### config.mk
export PLATFORM = sky130hd
export DESIGN_NAME = sevenseg_scan_driver
export DESIGN_NICKNAME = d
export VERILOG_FILES = /design/src/rtl/sevenseg_scan_driver.sv
export SDC_FILE = /design/constraint.sdc
export NUM_CORES = 1
export LEC_CHECK = 0
export CORE_UTILIZATION = 51
export CTS_CLUSTER_DIAMETER = 60
export DETAILED_ROUTE_END_ITERATION = 10
export DONT_BUFFER_PORTS = 1
export MAX_ROUTING_LAYER = met4
export PLACE_DENSITY_LB_ADDON = 0.08
export SYNTH_ARGS = -nofsm -noshare
export SYNTH_HDL_FRONTEND = slang
export SYNTH_SLANG_ARGS = --single-unit
### constraint.sdc
create_clock -name clk -period 5.9 [get_ports clk]
set_clock_uncertainty 0.05 [all_clocks]
set_input_delay 0 -clock clk [delete_from_list [all_inputs] [get_ports clk]]
set_output_delay 0 -clock clk [all_outputs]
set_load 0.03 [all_outputs]
### src/rtl/sevenseg_scan_driver.sv
// sevenseg_scan_driver: time-multiplexed driver for DIGITS common-anode 7-segment digits.
// A shadow copy of value/dp (and blink) is latched on load. The digits are then scanned one
// slot at a time. Each slot opens with GUARD cycles of all anodes off to avoid ghosting.
//
// Ports:
//   clk, rst_n   clock, asynchronous active-low reset
//   load         latch value/dp/blink into the shadow registers
//   value        packed nibbles, digit 0 in [3:0]
//   dp           per-digit decimal point request (1 = lit)
//   blink        per-digit blink request (only used with SEVENSEG_BLINK_EN)
//   hex_mode     1 = hex glyphs for 10-15, 0 = those nibbles show blank
//   blank_lz     1 = blank leading zeros (digit 0 always shown)
//   ledsegments  gfedcba, active-low
//   dp_n         decimal point segment, active-low
//   an_n         digit anodes, active-low, at most one low
//
// Build option: define SEVENSEG_BLINK_EN to enable per-digit blinking. The blink phase
// toggles every BLINK_FRAMES complete scan frames.
module sevenseg_scan_driver #(
  parameter int unsigned DIGITS       = 4,
  parameter int unsigned SCAN_DIV     = 50000,
  parameter int unsigned GUARD        = 2,
  parameter int unsigned BLINK_FRAMES = 64
) (
  input  logic                clk,
  input  logic                rst_n,
  input  logic                load,
  input  logic [4*DIGITS-1:0] value,
  input  logic [DIGITS-1:0]   dp,
  input  logic [DIGITS-1:0]   blink,
  input  logic                hex_mode,
  input  logic                blank_lz,
  output logic [6:0]          ledsegments,
  output logic                dp_n,
  output logic [DIGITS-1:0]   an_n
);

  localparam int unsigned CntW = $clog2(SCAN_DIV);
  localparam int unsigned IdxW = $clog2(DIGITS);
  localparam logic [CntW-1:0] CntLast  = CntW'(SCAN_DIV - 1);
  localparam logic [CntW-1:0] CntGuard = CntW'(GUARD);
  localparam logic [IdxW-1:0] IdxLast  = IdxW'(DIGITS - 1);

  logic [CntW-1:0]     cnt_q;
  logic [IdxW-1:0]     idx_q;
  logic [4*DIGITS-1:0] sh_value_q;
  logic [DIGITS-1:0]   sh_dp_q;
  logic                slot_end;

  assign slot_end = (cnt_q == CntLast);

  function automatic logic [6:0] decode(input logic [3:0] n, input logic hex);
    logic [6:0] seg;
    case (n)
      4'h0:    seg = 7'h40;
      4'h1:    seg = 7'h79;
      4'h2:    seg = 7'h24;
      4'h3:    seg = 7'h30;
      4'h4:    seg = 7'h19;
      4'h5:    seg = 7'h12;
      4'h6:    seg = 7'h02;
      4'h7:    seg = 7'h78;
      4'h8:    seg = 7'h00;
      4'h9:    seg = 7'h10;
      4'hA:    seg = hex ? 7'h08 : 7'h7F;
      4'hB:    seg = hex ? 7'h03 : 7'h7F;
      4'hC:    seg = hex ? 7'h46 : 7'h7F;
      4'hD:    seg = hex ? 7'h21 : 7'h7F;
      4'hE:    seg = hex ? 7'h06 : 7'h7F;
      default: seg = hex ? 7'h0E : 7'h7F;
    endcase
    return seg;
  endfunction

  // lz[k] is set when every nibble from the top digit down to k is zero.
  logic [DIGITS-1:0] lz;
  always_comb begin
    logic zrun;
    zrun = 1'b1;
    lz   = '0;
    for (int k = DIGITS - 1; k >= 0; k--) begin
      zrun  = zrun & (sh_value_q[4*k +: 4] == 4'h0);
      lz[k] = zrun;
    end
  end

  logic [3:0] nib;
  logic       dp_sel;
  logic       lz_sel;
  logic       blanked;
  always_comb begin
    nib    = '0;
    dp_sel = 1'b0;
    lz_sel = 1'b0;
    for (int k = 0; k < DIGITS; k++) begin
      if (idx_q == IdxW'(k)) begin
        nib    = sh_value_q[4*k +: 4];
        dp_sel = sh_dp_q[k];
        lz_sel = lz[k];
      end
    end
  end

  assign blanked = blank_lz & lz_sel & (idx_q != '0);

`ifdef SEVENSEG_BLINK_EN
  localparam int unsigned FrameW = (BLINK_FRAMES > 1) ? $clog2(BLINK_FRAMES) : 1;
  localparam logic [FrameW-1:0] FrameLast = FrameW'(BLINK_FRAMES - 1);

  logic [FrameW-1:0] frame_q;
  logic              phase_q;
  logic [DIGITS-1:0] sh_blink_q;
  logic              blink_sel;

  always_comb begin
    blink_sel = 1'b0;
    for (int k = 0; k < DIGITS; k++) begin
      if (idx_q == IdxW'(k)) blink_sel = sh_blink_q[k];
    end
  end

  always_ff @(posedge clk or negedge rst_n) begin
    if (!rst_n) begin
      frame_q    <= '0;
      phase_q    <= 1'b0;
      sh_blink_q <= '0;
    end else begin
      if (load) sh_blink_q <= blink;
      if (slot_end && (idx_q == IdxLast)) begin
        if (frame_q == FrameLast) begin
          frame_q <= '0;
          phase_q <= ~phase_q;
        end else begin
          frame_q <= frame_q + 1'b1;
        end
      end
    end
  end
`else
  logic unused_blink;
  assign unused_blink = ^{blink, BLINK_FRAMES[0]};
`endif

  logic [DIGITS-1:0] an_d;
  logic [6:0]        seg_d;
  logic              dpn_d;
  always_comb begin
    an_d  = '1;
    seg_d = 7'h7F;
    dpn_d = 1'b1;
    if (cnt_q >= CntGuard) begin
      for (int k = 0; k < DIGITS; k++) begin
        if (idx_q == IdxW'(k)) an_d[k] = 1'b0;
      end
      // A blanked digit keeps its anode so the slot duty stays uniform.
      if (!blanked) begin
        seg_d = decode(nib, hex_mode);
        dpn_d = ~dp_sel;
      end
`ifdef SEVENSEG_BLINK_EN
      if (phase_q && blink_sel) an_d = '1;
`endif
    end
  end

  always_ff @(posedge clk or negedge rst_n) begin
    if (!rst_n) begin
      cnt_q       <= '0;
      idx_q       <= '0;
      sh_value_q  <= '0;
      sh_dp_q     <= '0;
      an_n        <= '1;
      ledsegments <= 7'h7F;
      dp_n        <= 1'b1;
    end else begin
      cnt_q <= slot_end ? '0 : cnt_q + 1'b1;
      if (slot_end) idx_q <= (idx_q == IdxLast) ? '0 : idx_q + 1'b1;
      if (load) begin
        sh_value_q <= value;
        sh_dp_q    <= dp;
      end
      an_n        <= an_d;
      ledsegments <= seg_d;
      dp_n        <= dpn_d;
    end
  end

endmodule

== Yosys cells after proc, flatten, opt, wreduce, memory -nomap -nowiden ==
Cells that the tools add are included.

* Register bits after elaboration: 50
* Bits in writable memories: 0
* ROM bits: 0
* Output and inout bits: 12
* Input port bits: 29
* Word-level logic and storage cells: 71
* Bits in latches: 0
* Memories kept: 0

* Shifts and indexed selects: 0
* Divide/modulo/power cells: 0
* Equality and inequality tests: 18
* Magnitude comparators: 1
* Multiply operators: 0
* Add/sub/neg operators: 2
* Mux-type cells: 30
* Bitwise operators: 6
* Reduce and logical (&&, ||, !) cells: 7

{| class="wikitable"
|+ Operator list
! cell !! count
|-
| 7-bit one-hot mux with 15 select lines || 1
|-
| 7-bit two-way mux || 7
|-
| 4-bit == test (second input constant) || 7
|-
| 4-bit zero test || 5
|-
| 4-bit two-way mux || 5
|-
| 16-bit by 1-bit adder with 16-bit output (second input constant) || 1
|-
| 16-bit == test (second input constant) || 1
|-
| 4-bit by 3-bit == test with 1-bit output (second input constant) || 4
|-
| 16-bit by 2-bit >= comparator with 1-bit output (second input constant) || 1
|-
| 16-bit two-way mux || 1
|-
| 1-bit two-way mux || 14
|-
| 4-bit by 2-bit == test with 1-bit output (second input constant) || 2
|-
| 6-bit two-way mux || 1
|-
| 1-bit AND || 5
|-
| 2-bit == test (second input constant) || 2
|-
| 4-bit by 1-bit == test with 1-bit output (second input constant) || 1
|-
| 2-bit by 1-bit adder with 2-bit output (second input constant) || 1
|-
| 2-bit by 1-bit == test with 1-bit output (second input constant) || 1
|-
| 2-bit zero test || 1
|-
| 2-bit two-way mux || 1
|-
| 2-bit nonzero test || 1
|-
| 1-bit inverter || 1
|}

== Logic depth before layout (Yosys ltp) ==
* Depth after elaboration: 12
* Depth in mapped cells: 9
* Mapped depth without buffers: 7

== Worst setup path before layout ==
Ideal clock, no wire load.

* Path type: reg-to-reg
* Start point: reg idx_q[0]
* End point: reg ledsegments[5]
* Cell stages (with the launch flop): 9
* Data arrival time: 1819 ps
* Path buffers: 1
* Data required time: 5769 ps
* Library setup time: 81 ps
* Period minus slack after synthesis: 1950 ps
* Setup slack: 3950 ps
* Path through: dfrtp_1 -> inv_1 -> ha_1 -> buf_4 -> nor3b_2 -> a311o_2 -> and2_1 -> a211o_1 -> o211ai_1

* Longest elaborated chain between the ends: 9
* Elaborated cells between the ends (all ways): 33
* Classes of those cells: eq/ne: 17; mux: 11; bitwise: 2; reduce/logical: 3

{| class="wikitable"
|+ RTL lines
! what !! RTL line !! source
|-
| start: declaration || 45 || <nowiki>logic [IdxW-1:0] idx_q;</nowiki>
|-
| start signal: assignment || 177 || <nowiki>if (slot_end) idx_q <= (idx_q == IdxLast) ? '0 : idx_q + 1'b1;</nowiki>
|-
| 2-bit zero test || 96 || <nowiki>if (idx_q == IdxW'(k)) begin</nowiki>
|-
| 4-bit two-way mux / 1-bit two-way mux (equally long branches) (4 in a row) || 96 ||
|-
| 4-bit == test (tied with other cells) || 54 || <nowiki>case (n)</nowiki>
|-
| 7-bit one-hot mux with 15 select lines / 1-bit AND (equally long branches) || 54, 104 ||
|-
| 7-bit two-way mux (*) || 156 || <nowiki>if (!blanked) begin</nowiki>
|-
| 7-bit two-way mux (*) || 151 || <nowiki>if (cnt_q >= CntGuard) begin</nowiki>
|-
| net seg_d[5] || 145 || <nowiki>logic [6:0] seg_d;</nowiki>
|-
| end signal: assignment || 183 || <nowiki>ledsegments <= seg_d;</nowiki>
|-
| end: declaration || 33 || <nowiki>output logic [6:0] ledsegments,</nowiki>
|}

The timed path passes the listed nets; every way through them passes the cells marked *.
A chain may end at the register's enable or synchronous reset.

== Worst setup path after layout ==
* Start point: reg idx_q[0]
* End point: reg ledsegments[0]

The elaborated chain is that of the path after synthesis.

==> results_dict.tcl <==
set metrics [dict create \
    status "finished clean" \
    final_area_mm2 0.00293 \
    slowest_delay_ns 0.46 \
    grt_pass1_wl_um 8340 \
    timing.max_cap.violations 0 \
    root_buffer "clkbuf_8" \
    synth.avg_cell_area_um2 11.1 \
    synth-seq-cells 50 \
    ios 41 \
    clock-sinks 50 \
    place_congestion 0.805 \
    cts_tree "done" \
    dieHeight_um 72.8 \
    nNetsFinal 286 \
    yosys.area.top_type_share 0.372 \
    area_growth_pct 14.6 \
    synth_cells 230 \
    via_per_inst 5.63 \
    drive_above_1_share 0.198 \
    max_freq_ghz 0.402 \
    drtAntennaViolNets 0 \
    syn-cell-area_mm2 0.00256 \
    pwr_density_cell_mw_per_mm2 243 \
    tightest_slew_ns 0.886 \
    hold_viol 0 \
    peakVddDrop_v 0.000167 \
    start_util 0.534 \
    finalCriticalPeriod_ns 2.49 \
    leakagePower_nw 1.21 \
    fillCellCount 392 \
    cts_made_buffers 5 \
    endpoint_kind "flip-flop" \
    grt.total_usage 0.216 \
    crit_required_ns 6.09 \
    first_pass_iters 6 \
    overflow 0 \
    antenna_found_initial 0 \
    rsz0062_at_grt "no" \
    drc 0 \
    relSlewSlack 0.407 \
    synth_area_leader_cell "dfrtp_1" \
    grt_pass1_vias 1774 \
    min_path_type "primary input to flip-flop" \
    drtIter0Drc 118 \
    maxSlewViolCount 0 \
    portBuffers 0 \
    antennaDiodeCount 0 \
    yosysSeqAreaShare 0.495 \
    grt_max_degree 51 \
    ys_top_cells_by_area "dfrtp_1 (37%), dfstp_2 (12%), mux2_2 (7.9%), xnor2_1 (3.4%), nand2_1 (3.2%)" \
    dieArea_mm2 0.00530 \
    num_rows 25 \
    wirelength_um 5000 \
    htree_levels 2 \
    start_kind "flip-flop" \
    fp.dieW_um 72.8 \
    clkTransAtPathRegs_ns 0.09 \
    placed_area_mm2 0.00257 \
    ys_async_sr_fraction 1.00 \
    slowest_stage "a311o_1" \
    setup_ws_ns 3.41 \
    crit_chain "inv_1 -> ha_1 -> nor3b_1 -> a311o_1 -> o22ai_1 -> a222oi_1 -> nand2b_1" \
    total_power_uw 713 \
    clockBufferDepth 2 \
    fin_setup_tns_ns 0 \
    clock_latency_ns 0.30 \
    core_mm2 0.00479 \
    ys_types 52 \
    pre_cts_slack_ns 3.45 \
    period_share 0.421 \
    final-setup-viol-count 0 \
    ys_warn_count 0 \
    vias 1797 \
    critPathArrivalTime_ns 2.68 \
    synth_top_flop_cell "dfrtp_1" \
    synth_edf_count 0 \
    wl_per_cell_um 15.7 \
    dp_hpwl_um 3410 \
    cp_max_fo 11 \
    crit_type "flip-flop to flip-flop" \
    synth_nets 265 \
    post_cts_resized 0 \
]
-- cell families after synthesis --
group / count (synthesis) / share of synthesized area
buffers and inverters: 16 / 0.0372
AOI/OAI and AO/OA: 40 / 0.120
muxes: 20 / 0.0871
and+or+nand+nor: 83 / 0.179
xor gates and xnor gates: 15 / 0.0514
DFF: 50 / 0.495
adders and majority gates: 6 / 0.0294
-- final cells by class --
class                      count  area [um2]  area share
tap                           67        83.8      0.0286
inverter                       6        22.5     0.00769
sequential                    50        1270       0.432
timing repair buffer          24         258      0.0880
multi-input combinational    164        1190       0.408
clock buffer                   7        96.3      0.0329
clock inverter                 1        8.76     0.00299
-- Yosys cell counts, types with 3 or more instances --
| master | number |
|---|---|
| a21oi_1 | 9 |
| nor2_1 | 14 |
| buf_6 | 4 |
| nand2_1 | 22 |
| nand3b_1 | 4 |
| dfstp_2 | 12 |
| xnor2_1 | 10 |
| nand3_1 | 7 |
| nor4_1 | 3 |
| mux2_2 | 18 |
| ha_1 | 6 |
| and3_1 | 3 |
| xor2_1 | 5 |
| o21ai_0 | 9 |
| nor3_1 | 9 |
| inv_1 | 6 |
| dfrtp_1 | 38 |
| and2_1 | 4 |
| nand4_1 | 3 |
-- state kept, by name (all words and copies together), names as in the netlist --
name / flops
cnt_q: 16
sh_dp_q: 4
dp_n: 1
ledsegments: 7
idx_q: 2
an_n: 4
sh_value_q: 16
-- what timing repair did --
item	in CTS	in global routing
buffers inserted	0	0
hold endpoints to repair	77	0
hold buffers	24	0
-- layer usage --
| metal | wire length (um) | vias up | GRT usage |
|---|---|---|---|
| met3 | 196 | 14 | 0.0497 |
| li1 | - | 863 | - |
| met4 | 135 | 0 | 0.0980 |
| met2 | 2280 | 43 | 0.318 |
| met5 | 0 | - | - |
| met1 | 2390 | 877 | 0.286 |
-- worst paths after layout --
path                                  end  slack (ns)     start  depth (start not counted)
max                        ledsegments[0]        3.41  idx_q[0]                          7
min                                  dp_n        0.11  blank_lz                          3
max reg2reg                ledsegments[0]        3.41  idx_q[0]                          7
min reg2reg                      cnt_q[0]        0.46  cnt_q[0]                          1
max in group asynchronous            dp_n        5.38     rst_n                          2
min in group asynchronous        cnt_q[6]        0.16     rst_n                          2
-- worst max-delay path: cells and delay by family (launching register included) --
family | cells | cell delay (ns)
AO/OA/AOI/OAI | 3 | 0.93
buffers and inverters | 1 | 0.12
AND/OR/NAND/NOR | 2 | 0.48
adder cells (fa/ha/maj) | 1 | 0.45
flip-flops | 1 | 0.41
-- where the power goes --
part           total (mW)  switching (mW)  internal (mW)
Combinational      0.0872          0.0431         0.0441
Clock               0.219           0.111          0.108
Sequential          0.407          0.0334          0.374
-- stage by stage --
| stage | instances | util | hold slack (ns) |
|---|---|---|---|
| floorplan | 230 | - | -0.346 |
| global placement | 287 | 0.536 | -0.344 |
| detailed placement | 287 | 0.536 | -0.344 |
| CTS | 319 | 0.612 | 0.0950 |
| global route | 319 | 0.612 | 0.137 |
| finish | 319 | 0.612 | 0.110 |
-- placed cells by master (no fill, tap or decap), drive strengths merged, types with 3 or more instances in the layout --
cell / n
nand3b: 5
nor3b: 4
dlygate4sd3: 23
nor4: 3
nand3: 7
a21oi: 9
and2: 4
clkbuf: 7
nor3: 10
inv: 6
mux2: 18
nor2: 15
o21ai: 11
nand2: 22
xnor2: 10
dfrtp: 38
dfstp: 12
ha: 6
xor2: 5
and3: 3
nand4: 3
No activity file was read; power rests on OpenSTA's default activity.
